**src/rtl/regfile_read_arbiter_if.sv**
```systemverilog
// Bundle of the three-requester read request bus, the register-file mux hookup
// and the single response channel shared by the read arbiter.
interface regfile_read_arbiter_if #(
   parameter int N = 32
);
   logic [2:0]   req_valid;
   logic [4:0]   req_addr_0;
   logic [4:0]   req_addr_1;
   logic [4:0]   req_addr_2;
   logic [2:0]   req_ready;
   logic [4:0]   rf_sel;
   logic [N-1:0] rf_data;
   logic         rsp_valid;
   logic [1:0]   rsp_id;
   logic [N-1:0] rsp_data;
   logic         rsp_ready;

   // Requesters, register-file mux and response consumer live on the master side.
   modport master (
      output req_valid, req_addr_0, req_addr_1, req_addr_2, rf_data, rsp_ready,
      input  req_ready, rf_sel, rsp_valid, rsp_id, rsp_data
   );

   modport slave (
      input  req_valid, req_addr_0, req_addr_1, req_addr_2, rf_data, rsp_ready,
      output req_ready, rf_sel, rsp_valid, rsp_id, rsp_data
   );
endinterface

```
**src/rtl/regfile_read_arbiter.sv**
```systemverilog
// Round-robin arbiter sharing one register-file read port among three requesters,
// with a single-entry registered response that supports one response per cycle.
module regfile_read_arbiter #(
   parameter int N = 32
) (
   input  logic                    clk,
   input  logic                    reset,
   regfile_read_arbiter_if.slave   bus
);

   typedef enum logic {EMPTY = 1'b0, FULL = 1'b1} state_t;

   state_t       state_reg;
   state_t       state_next;
   logic [1:0]   last_grant_reg;
   logic [1:0]   rsp_id_reg;
   logic [N-1:0] rsp_data_reg;

   logic         can_accept;
   logic         grant_any;
   logic [1:0]   grant_idx;
   logic [2:0]   grant_oh;
   logic [4:0]   sel;
   int           cand;

   // Arbitration: search starts one past the last winner, so every requester
   // gets a turn within three grants.
   always_comb begin
      can_accept = (state_reg == EMPTY) || bus.rsp_ready;
      grant_any  = 1'b0;
      grant_idx  = 2'd0;
      cand       = 0;
      if (!reset && can_accept) begin
         for (int k = 0; k < 3; k++) begin
            cand = (int'(last_grant_reg) + 1 + k) % 3;
            if (!grant_any && bus.req_valid[cand]) begin
               grant_any = 1'b1;
               grant_idx = 2'(cand);
            end
         end
      end
   end

   always_comb begin
      grant_oh = 3'b000;
      sel      = 5'd0;
      if (grant_any) begin
         case (grant_idx)
            2'd0:    begin grant_oh = 3'b001; sel = bus.req_addr_0; end
            2'd1:    begin grant_oh = 3'b010; sel = bus.req_addr_1; end
            default: begin grant_oh = 3'b100; sel = bus.req_addr_2; end
         endcase
      end
   end

   always_comb begin
      state_next = state_reg;
      case (state_reg)
         EMPTY: if (grant_any) state_next = FULL;
         FULL: begin
            if (grant_any)          state_next = FULL;
            else if (bus.rsp_ready) state_next = EMPTY;
         end
         default: state_next = EMPTY;
      endcase
   end

   always_ff @(posedge clk) begin
      if (reset) state_reg <= EMPTY;
      else       state_reg <= state_next;
   end

   // Register x0 is hardwired to zero whatever the mux presents.
   always_ff @(posedge clk) begin
      if (reset) begin
         rsp_id_reg     <= 2'd0;
         rsp_data_reg   <= '0;
         last_grant_reg <= 2'd2;
      end else if (grant_any) begin
         rsp_id_reg     <= grant_idx;
         rsp_data_reg   <= (sel == 5'd0) ? '0 : bus.rf_data;
         last_grant_reg <= grant_idx;
      end
   end

   assign bus.req_ready = grant_oh;
   assign bus.rf_sel    = sel;
   assign bus.rsp_valid = (state_reg == FULL);
   assign bus.rsp_id    = rsp_id_reg;
   assign bus.rsp_data  = rsp_data_reg;

endmodule

```
**src/flat_wrapper.sv**
```systemverilog
// flat-port wrapper written by rule: the top's interface ports become plain ports
module regfile_read_arbiter_flat 
#(
   parameter int N = 32
)
  (clk, reset, bus_req_valid, bus_req_addr_0, bus_req_addr_1, bus_req_addr_2, bus_rf_data, bus_rsp_ready, bus_req_ready, bus_rf_sel, bus_rsp_valid, bus_rsp_id, bus_rsp_data);
  regfile_read_arbiter_if #(.N(N)) bus_i ();
  input  logic clk;
  input  logic reset;
  input wire logic [$bits(bus_i.req_valid)-1:0] bus_req_valid;
  input wire logic [$bits(bus_i.req_addr_0)-1:0] bus_req_addr_0;
  input wire logic [$bits(bus_i.req_addr_1)-1:0] bus_req_addr_1;
  input wire logic [$bits(bus_i.req_addr_2)-1:0] bus_req_addr_2;
  input wire logic [$bits(bus_i.rf_data)-1:0] bus_rf_data;
  input wire logic [$bits(bus_i.rsp_ready)-1:0] bus_rsp_ready;
  output wire logic [$bits(bus_i.req_ready)-1:0] bus_req_ready;
  output wire logic [$bits(bus_i.rf_sel)-1:0] bus_rf_sel;
  output wire logic [$bits(bus_i.rsp_valid)-1:0] bus_rsp_valid;
  output wire logic [$bits(bus_i.rsp_id)-1:0] bus_rsp_id;
  output wire logic [$bits(bus_i.rsp_data)-1:0] bus_rsp_data;
  assign bus_i.req_valid = bus_req_valid;
  assign bus_i.req_addr_0 = bus_req_addr_0;
  assign bus_i.req_addr_1 = bus_req_addr_1;
  assign bus_i.req_addr_2 = bus_req_addr_2;
  assign bus_i.rf_data = bus_rf_data;
  assign bus_i.rsp_ready = bus_rsp_ready;
  assign bus_req_ready = bus_i.req_ready;
  assign bus_rf_sel = bus_i.rf_sel;
  assign bus_rsp_valid = bus_i.rsp_valid;
  assign bus_rsp_id = bus_i.rsp_id;
  assign bus_rsp_data = bus_i.rsp_data;
  regfile_read_arbiter #(.N(N)) u_core (.clk(clk), .reset(reset), .bus(bus_i));
endmodule
```
**config.mk**
```make
export PLATFORM = sky130hd
export DESIGN_NAME = regfile_read_arbiter_flat
export DESIGN_NICKNAME = d
export VERILOG_FILES = /design/src/rtl/regfile_read_arbiter_if.sv /design/src/rtl/regfile_read_arbiter.sv /design/src/flat_wrapper.sv
export SDC_FILE = /design/constraint.sdc
export NUM_CORES = 1
export LEC_CHECK = 0
export ABC_AREA = 1
export ABC_CLOCK_PERIOD_IN_PS = 2600
export CAP_MARGIN = 20
export CORE_ASPECT_RATIO = 2
export CORE_UTILIZATION = 25
export DETAILED_ROUTE_END_ITERATION = 16
export PLACE_DENSITY = 0.61
export SLEW_MARGIN = 20
export SYNTH_ARGS = -nofsm -noshare
export SYNTH_HDL_FRONTEND = slang
export SYNTH_SLANG_ARGS = --single-unit
```
**constraint.sdc**
```tcl
create_clock -name clk -period 2.6 [get_ports clk]
set_input_delay 0.52 -clock clk [delete_from_list [all_inputs] [get_ports clk]]
set_output_delay 0.52 -clock clk [all_outputs]
set_load 0.03 [all_outputs]
```
==> results.toml <==
[pwr]
p_leak_nw = 1.617
power_density_nw_per_um2 = 1431
power.total_mw = 5.215
ir_drop_v = 0.0006292

[worst_setup_path]
cpPeakStageDelay_ns = 0.33
crit_family = "simple AND/OR/NAND/NOR gates"
crit_chain = "inv_2 -> ha_4 -> inv_4 -> nand2_4 -> nand3_2 -> nand2_4 -> nand3_4 -> nor2_4 -> nor2_4 -> nand2_4 -> nand3_1 -> nand3_2 -> nand2_2 -> inv_2 -> buf_6"
worst-endpoint-required_ns = 2.08
cp_slowest_cell = "dfxtp_2"
crit_start = "u_core.bus.rsp_id[0]"
start_kind = "flip-flop"
crit_fanout = 8
crit_type = "reg2out"
path_common_cell = "nand2_4"
crit_arrival_ns = 2.12
worst-path-buf-inv = 4
worst_setup_path_end_kind = "output pin"
r2r-start = "u_core.bus.rsp_id[0]"

[floorplan]
initial_core_util = 0.2568
die_h_um = 137.6
coreArea_um2 = 8951
rows = 49
dieArea_um2 = 9604
ioPinCount = 96
die_w_um = 69.80

[grt]
grt_max_degree = 37
grt_pass1_wl_um = 10280
grt_pass1_vias = 2196
antenna_found_initial = 1
grt_usage = 0.1383
grt_overflow_total = 0

[logic_synthesis]
synth-simple-area-share = 0.2226
synth_top_family_by_area = "compound AO/OA/AOI/OAI gates"
ys_warn_count = 0
synthFlopType = "dfxtp_1"
synth-edff-count = 0
syn-num-nets = 343
synthMuxAreaShare = 0
yosys_register_bits = 36
synth_top_area_share = 0.3136
ys_types = 29
avgSynthCellArea_um2 = 8.037
synth_async_sr_flop_share = 0
yosysSeqAreaShare = 0.3136
syn_area_um2 = 2298
synthXorXnorAreaFrac = 0
synthTopCellsByArea = "dfxtp_1 31%, o21bai_2 15%, a21oi_2 11%"
yosysTopAreaCell = "dfxtp_1"
synthAdderAreaFrac = 0.02177
synth_cells = 286
synth_compound_area_frac = 0.2967

[finish]
regArea_um2 = 723.2
drive_gt1_frac = 0.3529
final_cell_mix = "83 x clkdlybuf4s50_1, 54 x nand2_1, 44 x inv_1, 34 x dfxtp_1, 31 x a21oi_2"
largest_reg_flops = 32
finalNonFillerCells = 494
stdcell_area_um2 = 3643
fill_cells = 907
syn2layout_area_growth_pct = 58.52
nets = 447
layout_commonest_cell = "clkdlybuf4s50_1"
multi_input_area_um2 = 1321

[sta]
hold_viol = 0
finalCriticalPeriod_ns = 2.638
fin_skew_ns = 0.003671
finalSetupViolations = 6
worst_slew_pin_slew_ns = 0.5806
final.setup.tns_ns = -0.1431
slew_violations = 0
finalCritPeriodShare = 1.015
fmax_mhz = 379.1
rsz0062_at_grt = "yes"
fin_ws_ns = -0.03793
relSlewSlack = 0.6130

[clock_network]
cts_tree = "yes"
cts_hold_buf = 0
cts_buffer_depth = 2
clock_sinks = 36
clk-insertion-delay-late_ns = 0.28
path_clk_slew_ns = 0.05
cts_root_buf = "clkbuf_16"
cts_buffers = 5
cts_max_level = 2

[placement]
dp_slack_ns = -0.1842
dp_cells = 482
portBuffers = 95
gp_congestion = 0.8448
hpwl_um = 4960
place_area_um2 = 3381

[status]
violations = "setup timing"
status = "finished, violations left"

[detailed_routing]
wire_per_inst_um = 13.45
vias = 2155
route.detailed.drc = 0
vias_per_cell = 4.362
drt_pass1_iterations = 4
wirelength_um = 6645
ant_nets = 0
drt_iter0_drc = 76

[run]
max_cap_violations = 0

[hold_path]
hp-class = "reg2reg"
worstHoldStart = "u_core.bus.rsp_data[10]"
[where the power goes]
part / switching (mW) / internal (mW)
sequential: 0.141 / 0.801
combinational: 2.18 / 1.50
clock: 0.217 / 0.382
total: 2.53 / 2.68
[worst min-delay path, cell delays in order, from the launching register on]
cell and delay [ns]:
dfxtp_1 0.31, nand2_1 0.06, a21oi_1 0.05
[cell type report]
cell class	count	share of cell area
Inverter	58	0.06044
Antenna cell	1	0.0006868
Timing Repair Buffer	112	0.3025
Multi-Input combinational cell	177	0.3626
Sequential cell	36	0.1985
Clock buffer	8	0.04018
Tap cell	102	0.03503
[logic make-up after synthesis]
logic type               count (synthesis)
AO/OA/AOI/OAI                           73
adder cells (fa/ha/maj)                  4
flip-flops                              36
buffers and inverters                   73
AND/OR/NAND/NOR                        100
[path summary, 6_finish.rpt]
path / depth (start not counted) / slack (ns) / end
min reg2reg: 2 / 0.47 / u_core.bus.rsp_data[10]
min: 2 / 0.47 / u_core.bus.rsp_data[10]
max: 15 / -0.04 / bus_rf_sel[3]
max reg2reg: 19 / 0.19 / u_core.bus.rsp_data[7]
[synthesized netlist by cell type, drive strengths merged, types with 2 or more instances]
master,number
nand4,2
ha,4
nor2,8
o21bai,32
o21ai,5
a21oi,36
nand2,65
buf,10
nand3,23
dfxtp,36
clkbuf,5
inv,58
[metrics by stage]
stage	hold slack (ns)	util
finish	0.4698	0.4070
global route	0.4877	0.4070
CTS	0.4677	0.4023
detailed placement	0.4588	0.3777
global placement	0.4544	0.3777
floorplan	0.4921	-
[metal layers]
metal	GRT usage	part of all wire	vias to the layer above
met2	0.2847	0.60	47
met3	0.02195	0.030	12
met5	0	0	-
met4	0.07444	0.025	0
met1	0.1236	0.34	997
li1	-	-	1099
[timing repair]
| item | CTS | global route |
|---|---|---|
| buffers inserted | 1 | 2 |
| pin swaps | 11 | 6 |
| endpoints found under the setup margin | 40 | 17 |
| gates resized for setup | 25 | 6 |
| endpoints found under the hold margin | 0 | 0 |
Power figures use the tool's default switching activity.
